==> src/rtl/pipe_pkg.sv <==
// Shared types and constants for the pipeline hazard/forwarding scoreboard.
package pipe_pkg;

  localparam int unsigned REGW        = 5;
  localparam int unsigned MEM_LAT_MAX = 4;
  localparam int unsigned FWD_RF      = 0;

  // One in-flight instruction as seen by the hazard logic.
  typedef struct packed {
    logic            valid;
    logic            regwrite;
    logic            is_load;
    logic [REGW-1:0] rd;
  } slot_t;

  function automatic int unsigned depth_of(input int unsigned mem_lat);
    return mem_lat + 2;
  endfunction

endpackage

==> src/rtl/sb_match.sv <==
// Compares one in-flight slot against one source operand.
// POS is the pipeline position the slot occupies when the consumer sits in EX.
module sb_match
  import pipe_pkg::*;
#(
  parameter int unsigned POS     = 1,
  parameter int unsigned MEM_LAT = 1
) (
  input  logic            valid_i,
  input  logic            regwrite_i,
  input  logic            is_load_i,
  input  logic [REGW-1:0] rd_i,
  input  logic [REGW-1:0] src_i,
  input  logic            use_i,
  output logic            hit_o,
  output logic            ready_o
);

  localparam bit LOAD_OK = (POS >= MEM_LAT + 1);

  always_comb begin
    hit_o   = valid_i & regwrite_i & (rd_i != '0) & use_i & (rd_i == src_i);
    ready_o = hit_o & (~is_load_i | LOAD_OK);
  end

endmodule

==> src/rtl/pipe_scoreboard.sv <==
// Hazard/forwarding controller: tracks in-flight writes, raises load-use
// stalls, selects EX operand forwarding sources and counts stall cycles.
module pipe_scoreboard
  import pipe_pkg::*;
#(
  parameter  int unsigned MEM_LAT = 1,
  parameter  int unsigned CNTW    = 32,
  localparam int unsigned DEPTH   = MEM_LAT + 2,
  localparam int unsigned SELW    = $clog2(DEPTH)
) (
  input  logic            clk,
  input  logic            reset,
  input  logic            id_valid,
  input  logic [REGW-1:0] id_rs1,
  input  logic [REGW-1:0] id_rs2,
  input  logic            id_use_rs1,
  input  logic            id_use_rs2,
  input  logic [REGW-1:0] id_rd,
  input  logic            id_regwrite,
  input  logic            id_is_load,
  input  logic            flush,
  output logic            stall,
  output logic            bubble,
  output logic [SELW-1:0] fwd_a_sel,
  output logic [SELW-1:0] fwd_b_sel,
  output logic [CNTW-1:0] stall_cycles
);

  slot_t [DEPTH-1:0] slot_q, slot_d;
  logic [REGW-1:0]   ex_rs1_q, ex_rs1_d;
  logic [REGW-1:0]   ex_rs2_q, ex_rs2_d;
  logic              ex_use1_q, ex_use1_d;
  logic              ex_use2_q, ex_use2_d;
  logic [CNTW-1:0]   cnt_q, cnt_d;

  logic [MEM_LAT-1:0] id_hit1, id_rdy1, id_hit2, id_rdy2;
  logic [DEPTH-1:1]   ex_hit_a, ex_rdy_a, ex_hit_b, ex_rdy_b;
  logic               stall_c;
  logic               insert_c;

  // ID sources vs slots whose load data would still be late if ID advanced now.
  for (genvar k = 0; k < MEM_LAT; k++) begin : g_id
    sb_match #(.POS(k + 1), .MEM_LAT(MEM_LAT)) u_rs1 (
      .valid_i   (slot_q[k].valid),
      .regwrite_i(slot_q[k].regwrite),
      .is_load_i (slot_q[k].is_load),
      .rd_i      (slot_q[k].rd),
      .src_i     (id_rs1),
      .use_i     (id_use_rs1),
      .hit_o     (id_hit1[k]),
      .ready_o   (id_rdy1[k])
    );
    sb_match #(.POS(k + 1), .MEM_LAT(MEM_LAT)) u_rs2 (
      .valid_i   (slot_q[k].valid),
      .regwrite_i(slot_q[k].regwrite),
      .is_load_i (slot_q[k].is_load),
      .rd_i      (slot_q[k].rd),
      .src_i     (id_rs2),
      .use_i     (id_use_rs2),
      .hit_o     (id_hit2[k]),
      .ready_o   (id_rdy2[k])
    );
  end

  // EX operands (held in slot0) vs every older slot that can forward.
  for (genvar k = 1; k < DEPTH; k++) begin : g_ex
    sb_match #(.POS(k), .MEM_LAT(MEM_LAT)) u_rs1 (
      .valid_i   (slot_q[k].valid),
      .regwrite_i(slot_q[k].regwrite),
      .is_load_i (slot_q[k].is_load),
      .rd_i      (slot_q[k].rd),
      .src_i     (ex_rs1_q),
      .use_i     (ex_use1_q),
      .hit_o     (ex_hit_a[k]),
      .ready_o   (ex_rdy_a[k])
    );
    sb_match #(.POS(k), .MEM_LAT(MEM_LAT)) u_rs2 (
      .valid_i   (slot_q[k].valid),
      .regwrite_i(slot_q[k].regwrite),
      .is_load_i (slot_q[k].is_load),
      .rd_i      (slot_q[k].rd),
      .src_i     (ex_rs2_q),
      .use_i     (ex_use2_q),
      .hit_o     (ex_hit_b[k]),
      .ready_o   (ex_rdy_b[k])
    );
  end

  // Youngest matching writer wins; a not-yet-ready load falls back to the regfile.
  function automatic logic [SELW-1:0] youngest(input logic [DEPTH-1:1] hit,
                                               input logic [DEPTH-1:1] rdy);
    logic [SELW-1:0] sel;
    sel = SELW'(FWD_RF);
    for (int k = int'(DEPTH) - 1; k >= 1; k--) begin
      if (hit[k]) sel = rdy[k] ? SELW'(k) : SELW'(FWD_RF);
    end
    return sel;
  endfunction

  always_comb begin
    stall_c  = ~flush & id_valid & (|((id_hit1 & ~id_rdy1) | (id_hit2 & ~id_rdy2)));
    insert_c = id_valid & ~stall_c & ~flush;
  end

  always_comb begin
    stall     = stall_c;
    bubble    = ~insert_c;
    fwd_a_sel = youngest(ex_hit_a, ex_rdy_a);
    fwd_b_sel = youngest(ex_hit_b, ex_rdy_b);
    stall_cycles = cnt_q;
  end

  // Shift every slot one stage; slot0 takes the ID instruction or a bubble.
  always_comb begin
    slot_d    = '0;
    ex_rs1_d  = '0;
    ex_rs2_d  = '0;
    ex_use1_d = 1'b0;
    ex_use2_d = 1'b0;
    for (int k = 1; k < int'(DEPTH); k++) begin
      slot_d[k] = slot_q[k-1];
    end
    if (insert_c) begin
      slot_d[0].valid    = 1'b1;
      slot_d[0].regwrite = id_regwrite;
      slot_d[0].is_load  = id_is_load;
      slot_d[0].rd       = id_rd;
      ex_rs1_d           = id_rs1;
      ex_rs2_d           = id_rs2;
      ex_use1_d          = id_use_rs1;
      ex_use2_d          = id_use_rs2;
    end
  end

  always_comb begin
    cnt_d = cnt_q;
    if (stall_c && (cnt_q != {CNTW{1'b1}})) cnt_d = cnt_q + CNTW'(1);
  end

  always_ff @(posedge clk) begin
    if (!reset) begin
      slot_q    <= '0;
      ex_rs1_q  <= '0;
      ex_rs2_q  <= '0;
      ex_use1_q <= 1'b0;
      ex_use2_q <= 1'b0;
      cnt_q     <= '0;
    end else begin
      slot_q    <= slot_d;
      ex_rs1_q  <= ex_rs1_d;
      ex_rs2_q  <= ex_rs2_d;
      ex_use1_q <= ex_use1_d;
      ex_use2_q <= ex_use2_d;
      cnt_q     <= cnt_d;
    end
  end

endmodule

==> config.mk <==
export PLATFORM = sky130hd
export DESIGN_NAME = pipe_scoreboard
export DESIGN_NICKNAME = d
export VERILOG_FILES = /design/src/rtl/pipe_pkg.sv /design/src/rtl/sb_match.sv /design/src/rtl/pipe_scoreboard.sv
export SDC_FILE = /design/constraint.sdc
export NUM_CORES = 1
export LEC_CHECK = 0
export CORE_MARGIN = 2
export CORE_UTILIZATION = 51
export DETAILED_ROUTE_END_ITERATION = 16
export PLACE_DENSITY = 0.89
export SLEW_MARGIN = 20
export SYNTH_ARGS = -nofsm -noshare
export SYNTH_HDL_FRONTEND = slang
export SYNTH_SLANG_ARGS = --single-unit
==> constraint.sdc <==
create_clock -name clk -period 3 [get_ports clk]
set_clock_uncertainty 0.2 [all_clocks]
set_input_delay 0.6 -clock clk [delete_from_list [all_inputs] [get_ports clk]]
set_output_delay 0.6 -clock clk [all_outputs]
set_load 0.01 [all_outputs]
==> reports/summary.txt <==
YOSYS
--------------------------------------------------------------------------------------
Proportion of synthesized chip area in sequential cells                          0.430
Area share of fa/ha/maj cells after synthesis                                  0.00401
XOR/XNOR Fraction of Synth Area                                                 0.0843
Synthesized area per cell                                                     8.96 µm²
Unique masters post-synth                                                           41
Simple-gate area share of the yosys netlist                                      0.329
Count of mapped cells out of synthesis                                             348
Multiplexer fraction of the synthesized cell area                               0.0353
Post-Synthesis Net Count                                                           372
Share of flip-flops with an asynchronous set or reset after synthesis                0
Combinational family with the most area after synthesis                   simple AND/OR/NAND/NOR gates
Ys flop type                                                              sky130_fd_sc_hd__dfxtp_1
Compound-gate portion of the synthesized area                                   0.0883
Yosys warning total                                                                  0
Number of register bits inferred by synthesis                                       67
Netlist area before placement                                                 3120 µm²
EDFF count, synth                                                                    0

FLOORPLANNING
--------------------------------------------------------------------------------------
Initial Utilization                                                              0.526
Y dimension of the die                                                         82.2 µm
I/O pin total                                                                       61
Site row count                                                                      28
Die W                                                                          82.2 µm
Die area                                                                      6750 µm²
Core outline area                                                             5920 µm²

TIMING
--------------------------------------------------------------------------------------
Relative slew slack                                                              0.582
Final worst-path cycle share                                                     0.979
Max-slew violation count                                                             0
Minimum clock period                                                           2940 ps
Maximum clock frequency                                                      0.340 GHz
Hold Fails Final Rpt                                                                 0
Setup-violating endpoint count in the final report                                   0
Worst-Margin Slew                                                               624 ps
Worst-case setup margin in the final layout                                    62.6 ps

DETAILED ROUTING
--------------------------------------------------------------------------------------
Number of remaining DRC errors                                                       0
Routed wire length                                                             7500 µm
Via total after detailed routing                                                 2,778
Antenna viol nets, final                                                             0
Routed wire length per instance                                                15.4 µm
Drt via density                                                                   5.69
First DRT Iteration DRCs                                                           142
First-pass iteration count of the detailed router                                    4

CLOCKING
--------------------------------------------------------------------------------------
Clock buffer depth                                                                   2
CTS buffer count                                                                     9
CTS Root Cell                                                             sky130_fd_sc_hd__clkbuf_8
Worst skew pair latency                                                         330 ps
# H-tree levels                                                                      3
Clk sink count                                                                      67
CTS tree                                                                         built
Count of hold-fix buffers inserted at cts                                            0
Worst-path clk slew                                                              70 ps

RUN
--------------------------------------------------------------------------------------
Maxcap violations                                                                    0

PLACEMENT
--------------------------------------------------------------------------------------
Placed wire-length estimate                                                    5280 µm
Weighted congestion reported at the end of routability-driven placement          0.809
Placed inst area                                                              3780 µm²
Post-place setup slack                                                         -269 ps
Port Buf Inserts                                                                    60

FINISH
--------------------------------------------------------------------------------------
Antenna diode count                                                                  0
Share of the core filled with cells in the final layout                          0.678
Cell area after layout                                                        4010 µm²
Number of filler cells placed in the layout                                        449
Multi-input logic area                                                        1720 µm²
Post-layout net count                                                              433
Sequential cell area                                                          1340 µm²
Fraction of layout instances using a drive strength above 1                     0.0920
Area growth from synthesis to final layout                                       28.8%

PWR
--------------------------------------------------------------------------------------
Power Density                                                               439 nW/µm²
Internal Pwr Total                                                             1380 µW
Part of the power in registers                                                   0.516
Comb power frac                                                                  0.053
Static power due to leakage                                                 0.00143 µW
Clock group share of total power                                                 0.431
Worst vdd rail ir drop                                                        0.256 mV
P_sw                                                                            387 µW
Sw frac                                                                          0.219

WORST SETUP PATH
--------------------------------------------------------------------------------------
Data arrival time of the worst path                                            2140 ps
CP Capture Type                                                            output port
Worst Path Required                                                            2200 ps
Setup crit start kind                                                             flop
Highest net fanout along the worst path                                              4
Setup slack of the most critical reg-to-reg path                                410 ps
Start-to-end type of the worst setup path                                   reg -> out

MIN PATH
--------------------------------------------------------------------------------------
Class of the tightest hold or removal check                                 reg -> reg

GLOBAL ROUTING
--------------------------------------------------------------------------------------
Global-route congestion overflow total                                               0
Via count of the first global-routing pass                                       2,541
GR Util All Layers                                                               0.230
Largest net degree at the start of global routing                                   51
Antenna violations before repair                                                     0
Global-route wire length before repair                                       11,900 µm

RUN STATUS
--------------------------------------------------------------------------------------
Status                                                                    complete, no violations

flip-flops by register name, summed over array words and instances, names as in the netlist:
signal        count
ex_rs1_q          5
ex_rs2_q          5
ex_use1_q         1
ex_use2_q         1
slot_d           16
slot_q            7
stall_cycles     32
synthesized netlist by cell type, drive strengths merged, types with 2 or more instances:
| cell | count | share of area |
|---|---|---|
| and2 | 34 | 0.068 |
| xor2 | 16 | 0.045 |
| nor4 | 19 | 0.040 |
| nand2 | 31 | 0.037 |
| xnor2 | 14 | 0.039 |
| and4 | 3 | 0.0092 |
| inv | 2 | 0.0024 |
| nand3 | 16 | 0.026 |
| o21a | 3 | 0.0072 |
| dfxtp | 67 | 0.43 |
| o211ai | 3 | 0.0072 |
| a21oi | 17 | 0.027 |
| nor3 | 8 | 0.016 |
| or3 | 11 | 0.022 |
| or4 | 11 | 0.026 |
| o31a | 3 | 0.0084 |
| nand4 | 10 | 0.025 |
| clkbuf | 15 | 0.018 |
| buf | 3 | 0.0068 |
| o31ai | 6 | 0.014 |
| o21ai | 10 | 0.016 |
| mux2i | 11 | 0.035 |
| and3 | 3 | 0.0060 |
| nor2 | 8 | 0.0096 |
| nand2b | 14 | 0.031 |
metal layers:
layer	wire (µm)	GRT usage	up-vias
li1	-	-	1366
met1	3140	0.286	1316
met2	3790	0.375	80
met3	356	0.0533	16
met4	210	0.112	0
met5	0	0	-
cells in the final DEF (no fill, tap or decap), types with 11 or more instances in the layout:
cell and instances:
sky130_fd_sc_hd__dfxtp_1 67, sky130_fd_sc_hd__clkdlybuf4s50_1 56, sky130_fd_sc_hd__and2_1 34, sky130_fd_sc_hd__nand2_1 31, sky130_fd_sc_hd__a21oi_1 17, sky130_fd_sc_hd__xor2_1 16, sky130_fd_sc_hd__nor4_1 16, sky130_fd_sc_hd__nand3_1 15
sky130_fd_sc_hd__xnor2_1 13, sky130_fd_sc_hd__nand2b_1 13, sky130_fd_sc_hd__or4_1 11, sky130_fd_sc_hd__or3_1 11, sky130_fd_sc_hd__mux2i_1 11, sky130_fd_sc_hd__clkbuf_8 11
area by class of cell:
| cell class | instances | share of cell area |
|---|---|---|
| clock inverters | 4 | 0.0125 |
| clock buffers | 11 | 0.0377 |
| repair buffers | 68 | 0.161 |
| multi-input cells | 260 | 0.428 |
| well taps | 75 | 0.0234 |
| inverters | 3 | 0.00281 |
| flip-flops and latches | 67 | 0.334 |
power by group through the flow:
stage	Sequential [µW]	Clock [µW]	Combinational [µW]
6_report	910	759	94.2
3_3_place_gp	929	0	86.2
4_1_cts	909	765	90.7
5_1_grt	911	803	102
3_5_place_dp	930	0	89.7
2_1_floorplan	927	0	44.6
worst paths after layout:
check	start	end	cells after the start
setup / recovery	slot_d[16]	fwd_a_sel[0]	5
hold / removal	slot_d[15]	slot_d[23]	1
setup reg to reg	stall_cycles[0]	stall_cycles[16]	7
hold reg to reg	slot_d[15]	slot_d[23]	1
cell families after synthesis:
group / Yosys count
AOI/OAI and AO/OA: 45
xor gates and xnor gates: 30
adders and majority gates: 1
buffers and inverters: 21
DFF: 67
muxes: 11
and+or+nand+nor: 173
critical path, cell delays in order, from the launching register on:
cell                              delay [ps]
sky130_fd_sc_hd__dfxtp_1                 390
sky130_fd_sc_hd__or4_1                   550
sky130_fd_sc_hd__o211ai_1                200
sky130_fd_sc_hd__buf_4                   160
sky130_fd_sc_hd__nor3_1                   50
sky130_fd_sc_hd__clkdlybuf4s50_1         470
through the flow:
stage | hold WS [ps] | total power, µW | setup TNS, ps | std cells
final | 258 | 1760 | 0 | 488
after floorplan | 229 | 971 | 0 | 348
after detailed placement | 244 | 1020 | -1730 | 471
after CTS | 268 | 1760 | 0 | 487
after global routing | 302 | 1820 | -45.4 | 488
after global placement | 242 | 1020 | -684 | 471
repair_timing:
| action | 4_1_cts | 5_1_grt |
|---|---|---|
| pin swaps | 2 | 2 |
| resized for setup | 6 | 8 |
| buffers inserted | 1 | 1 |
| endpoints found under the setup margin | 4 | 4 |
Note: power is estimated with default switching activity, not from simulation.
